<file path="config.mk">
export PLATFORM = sky130hd
export DESIGN_NAME = led_range_counter
export DESIGN_NICKNAME = d
export VERILOG_FILES = /design/src/rtl/led_pkg.sv /design/src/rtl/led_range_norm.sv /design/src/rtl/led_range_counter.sv
export SDC_FILE = /design/constraint.sdc
export NUM_CORES = 1
export LEC_CHECK = 0
export BUFFER_PORTS_ARGS = -buffer_cell sky130_fd_sc_hd__buf_2
export CORE_MARGIN = 5
export CORE_UTILIZATION = 40
export CTS_CLUSTER_SIZE = 16
export DETAILED_ROUTE_END_ITERATION = 8
export PLACE_DENSITY = 0.7
export SLEW_MARGIN = 20
export SYNTH_ARGS = -nofsm -noshare
export SYNTH_HDL_FRONTEND = slang
export SYNTH_SLANG_ARGS = --single-unit
export TNS_END_PERCENT = 1
</file>
<file path="constraint.sdc">
create_clock -name clk -period 6.7 [get_ports clk]
set_input_delay 0.67 -clock clk [delete_from_list [all_inputs] [get_ports clk]]
set_output_delay 0.67 -clock clk [all_outputs]
set_load 0.005 [all_outputs]
</file>
<file path="src/rtl/led_pkg.sv">
// Shared constants for the LED range counter and LED display block.
// Holds the default bus width, the bar length and the counter FSM state encodings.
package led_pkg;

  localparam int LED_WIDTH     = 5;
  localparam int LED_MAX_COUNT = 16;

  typedef logic [1:0] led_state_t;

  localparam led_state_t ST_IDLE     = 2'd0;
  localparam led_state_t ST_RUN_UP   = 2'd1;
  localparam led_state_t ST_RUN_DOWN = 2'd2;

endpackage

</file>
<file path="src/rtl/led_range_norm.sv">
// Clamps both range bounds to the bar length and orders them into lo/hi.
module led_range_norm
  import led_pkg::*;
#(
  parameter int WIDTH     = LED_WIDTH,
  parameter int MAX_COUNT = LED_MAX_COUNT
) (
  input  logic [WIDTH-1:0] start_num,
  input  logic [WIDTH-1:0] end_num,
  output logic [WIDTH-1:0] lo,
  output logic [WIDTH-1:0] hi
);

  localparam logic [WIDTH-1:0] MAX_V = WIDTH'(MAX_COUNT);

  logic [WIDTH-1:0] start_c;
  logic [WIDTH-1:0] end_c;

  assign start_c = (start_num > MAX_V) ? MAX_V : start_num;
  assign end_c   = (end_num   > MAX_V) ? MAX_V : end_num;
  assign lo      = (start_c < end_c) ? start_c : end_c;
  assign hi      = (start_c < end_c) ? end_c   : start_c;

endmodule

</file>
<file path="src/rtl/led_range_counter.sv">
// Range counter driving the LED bar: counts between latched lo/hi bounds,
// wrapping or bouncing at the ends, with a one-cycle terminal pulse on check.
//
// state       | meaning
// ST_IDLE     | waiting for the first accepted tick to latch the range
// ST_RUN_UP   | counting toward hi
// ST_RUN_DOWN | counting toward lo
module led_range_counter
  import led_pkg::*;
#(
  parameter int WIDTH     = LED_WIDTH,
  parameter int MAX_COUNT = LED_MAX_COUNT
) (
  input  logic             clk,
  input  logic             rst,
  input  logic             tick,
  input  logic [WIDTH-1:0] start_num,
  input  logic [WIDTH-1:0] end_num,
  input  logic             up_down,
  input  logic             mode,
  input  logic             hold,
  input  logic             restart,
  output logic [WIDTH-1:0] counter_out,
  output logic             check,
  output logic             dir_out
);

  led_state_t       state, state_n;
  logic [WIDTH-1:0] lo_r, hi_r, lo_n, hi_n;
  logic [WIDTH-1:0] count_n;
  logic             check_n;
  logic             go_up;
  logic [WIDTH-1:0] norm_lo, norm_hi;

  led_range_norm #(
    .WIDTH     (WIDTH),
    .MAX_COUNT (MAX_COUNT)
  ) u_norm (
    .start_num (start_num),
    .end_num   (end_num),
    .lo        (norm_lo),
    .hi        (norm_hi)
  );

  always_comb begin
    state_n = state;
    count_n = counter_out;
    lo_n    = lo_r;
    hi_n    = hi_r;
    check_n = 1'b0;
    go_up   = 1'b0;
    if (restart) begin
      state_n = ST_IDLE;
    end else if (tick && !hold) begin
      case (state)
        ST_IDLE: begin
          lo_n = norm_lo;
          hi_n = norm_hi;
          if (up_down) begin
            count_n = norm_lo;
            state_n = ST_RUN_UP;
          end else begin
            count_n = norm_hi;
            state_n = ST_RUN_DOWN;
          end
        end
        ST_RUN_UP, ST_RUN_DOWN: begin
          // wrap mode follows up_down live; bounce mode keeps its own direction
          go_up = mode ? (state == ST_RUN_UP) : up_down;
          if (go_up) begin
            state_n = ST_RUN_UP;
            if (counter_out < hi_r) begin
              count_n = counter_out + 1'b1;
            end else if (!mode) begin
              count_n = lo_r;
            end else begin
              state_n = ST_RUN_DOWN;
              count_n = (hi_r == lo_r) ? counter_out : hi_r - 1'b1;
            end
          end else begin
            state_n = ST_RUN_DOWN;
            if (counter_out > lo_r) begin
              count_n = counter_out - 1'b1;
            end else if (!mode) begin
              count_n = hi_r;
            end else begin
              state_n = ST_RUN_UP;
              count_n = (hi_r == lo_r) ? counter_out : lo_r + 1'b1;
            end
          end
        end
        default: state_n = ST_IDLE;
      endcase
      check_n = ((state_n == ST_RUN_UP)   && (count_n == hi_n)) ||
                ((state_n == ST_RUN_DOWN) && (count_n == lo_n));
    end
  end

  always_ff @(posedge clk) begin
    if (rst) begin
      state       <= ST_IDLE;
      counter_out <= '0;
      check       <= 1'b0;
      lo_r        <= '0;
      hi_r        <= '0;
    end else begin
      state       <= state_n;
      counter_out <= count_n;
      check       <= check_n;
      lo_r        <= lo_n;
      hi_r        <= hi_n;
    end
  end

  assign dir_out = (state == ST_RUN_UP)   ? 1'b1 :
                   (state == ST_RUN_DOWN) ? 1'b0 : up_down;

endmodule

</file>
==> reports/results.ini <==
[setup_path]
r2r_cells = 11
end_kind = register
critPathKind = input port to register
r2r-start = lo_r[2]
worstPathArrival_ns = 3.83
cp_max_fo = 9
required_ns = 6.88
start_kind = input port
rrSetupSlack_ns = 3.24
r2r-end = check

[clock_network]
path_clk_slew_ns = 0.07
cts_buffers = 3
hold_buffers = 0
cts_tree = done
post-cts-setup-buffers = 0
cts_root_buf = clkbuf_8
clock-sinks = 18
cts-resized-gates = 0
htreeDepth = 1
clkLatencyLatePin_ns = 0.25
ctsLongestPathBuffers = 2

[detailed_routing]
drc = 0
final_antenna_net_count = 0
vias = 2737
drt_first_iter_violations = 237
vias_per_cell = 6.31
post_drt_wl_per_cell_um = 18.0
dr.pass1.iters = 6
totalWireLength_um = 7820

[global_routing]
grt_usage_pct = 20.4
grt_pass1_wl_um = 12800
grt_max_degree = 23
grt_pass1_vias = 2578
antenna_found_initial = 0
grt-ovfl-total = 0

[sta]
fin_setup_tns_ns = 0
fin_skew_ns = 0.00451
period_minus_slack_ns = 3.66
finalHoldViolCount = 0
worst_slack_ns = 3.04
setup_viol = 0
grt_setup_unrepaired = no
finalCritPeriodShare_pct = 54.6
timing.final.max_slew_violations = 0
relSlewSlack_pct = 41.4
max_freq_mhz = 274
worst_pin_slew_ns = 0.875

[placed_design]
dp.cells = 430
globalplace.congestion = 0.958
dp_hpwl_um = 6020
dp_slack_ns = 2.87
portBuffers = 23

[outcome]
status = completed

[job]
max_cap_viol_count = 0

[synth]
syn_inst = 350
syn-cell-area_mm2 = 0.00254
yosysWarnings = 0
netlist.area_leader.share_pct = 14.2
syn-num-nets = 388
synthArstFlopShare_pct = 0
ys.flop_type = dfxtp_1
synth.area.top_cells = dfxtp_1 14%, ha_1 10%, a21oi_1 5.9%
yosysTopAreaCell = dfxtp_1
synth-edff-count = 0
ys_ff_latch = 18
yosys.cell_count.top_type = nand2_1
synth_cell_types = 67
synth.avg_cell_area_um2 = 7.25
synth_common_cells = 34 x nand2_1, 30 x a21oi_1, 27 x nor2_1
yosysSeqAreaShare_pct = 14.2

[pwr]
ir_drop_mv = 0.151
p_total_uw = 419
powerDensity_mw_per_mm2 = 155
power.leakage_uw = 0.00103

[floorplan]
die-height_um = 89.7
rows = 29
start_util_pct = 40.4
core_area_mm2 = 0.00628
die_x_um = 89.7
die-area_mm2 = 0.00804
pin_count = 24

[min_path]
min_to = lo_r[4]
hold_start = lo_r[4]
min_path_cells = 2
holdCritPathClass = register to register

[finish]
drive_above_1_share_pct = 12.3
instances_no_fill = 434
syn_to_final_growth_pct = 6.70
diodes = 0
fin_util_pct = 43.2
nNetsFinal = 396

==> worst max-delay path, stage by stage <==
cell and delay, ns:
buf_2 0.18, nand2b_1 0.15, inv_1 0.07, ha_1 0.35
o2111ai_2 0.22, a31o_4 0.28, a211oi_4 0.40, mux2i_1 0.39
o22ai_1 0.12, mux2_2 0.29, a2111oi_4 0.36, nand4b_1 0.18
a22oi_2 0.17
==> cell type report <==
| cell class | instances | area, um2 |
|---|---|---|
| Multi-Input combinational cell | 288 | 1990 |
| Fill cell | 641 | 3570 |
| Sequential cell | 18 | 360 |
| Clock buffer | 4 | 55.1 |
| Inverter | 24 | 90.1 |
| Timing Repair Buffer | 23 | 115 |
| Tap cell | 77 | 96.3 |
==> metal layers <==
metal | vias up | track usage, % | routed length (um)
met5 | - | 0 | 0
met4 | 0 | 6.90 | 181
met3 | 22 | 3.74 | 598
met2 | 128 | 32.2 | 3640
met1 | 1280 | 27.8 | 3400
li1 | 1307 | - | -
==> placed cells by master (no fill, tap or decap), types with 7 or more instances in the layout <==
cell      instances
nand2b_1          7
buf_2            23
ha_1             21
dfxtp_1          18
a21oi_1          30
inv_1            22
mux2i_1           7
nand2_1          34
xnor2_1          15
nor2_1           27
a31oi_1           7
o21ai_0          20
nor3_1           13
nand3_1          11
o211ai_1          7
a211oi_1          8
==> worst max path at each step <==
stage | start | to | slack, ns | depth (start not counted)
2_1_floorplan | end_num[4] | check | 3.35 | 12
3_3_place_gp | end_num[4] | check | 2.92 | 13
3_5_place_dp | start_num[4] | check | 2.87 | 13
4_1_cts | end_num[4] | check | 3.10 | 13
5_1_grt | start_num[4] | check | 2.72 | 13
6_report | start_num[4] | check | 3.04 | 13
==> per-stage QoR <==
| stage | cell area (um2) | hold WS, ns |
|---|---|---|
| detailed placement | 2650 | 0.520 |
| finish | 2710 | 0.537 |
| global placement | 2650 | 0.514 |
| floorplan | 2540 | 0.475 |
| global route | 2710 | 0.566 |
| CTS | 2710 | 0.531 |
==> registers in the layout (all words and copies together), names as in the netlist <==
| register | cells |
|---|---|
| check | 1 |
| counter_out | 5 |
| hi_r | 5 |
| lo_r | 5 |
| state | 2 |
==> power by group <==
part | switching (uW) | internal (uW)
logic | 127 | 80.5
registers | 11.4 | 112
clock network | 35.4 | 52.1
==> kinds of logic (layout without fill, tap and decap cells) <==
logic type | Yosys count | in the layout | share of synthesized area (%)
mux | 12 | 12 | 5.13
flops | 18 | 18 | 14.2
buf+inv | 44 | 51 | 7.34
xor+xnor | 20 | 20 | 7.20
simple gates | 113 | 113 | 21.4
fa+ha+maj | 21 | 21 | 10.3
compound gates | 122 | 122 | 34.4
(Power assumes the default switching activity.)
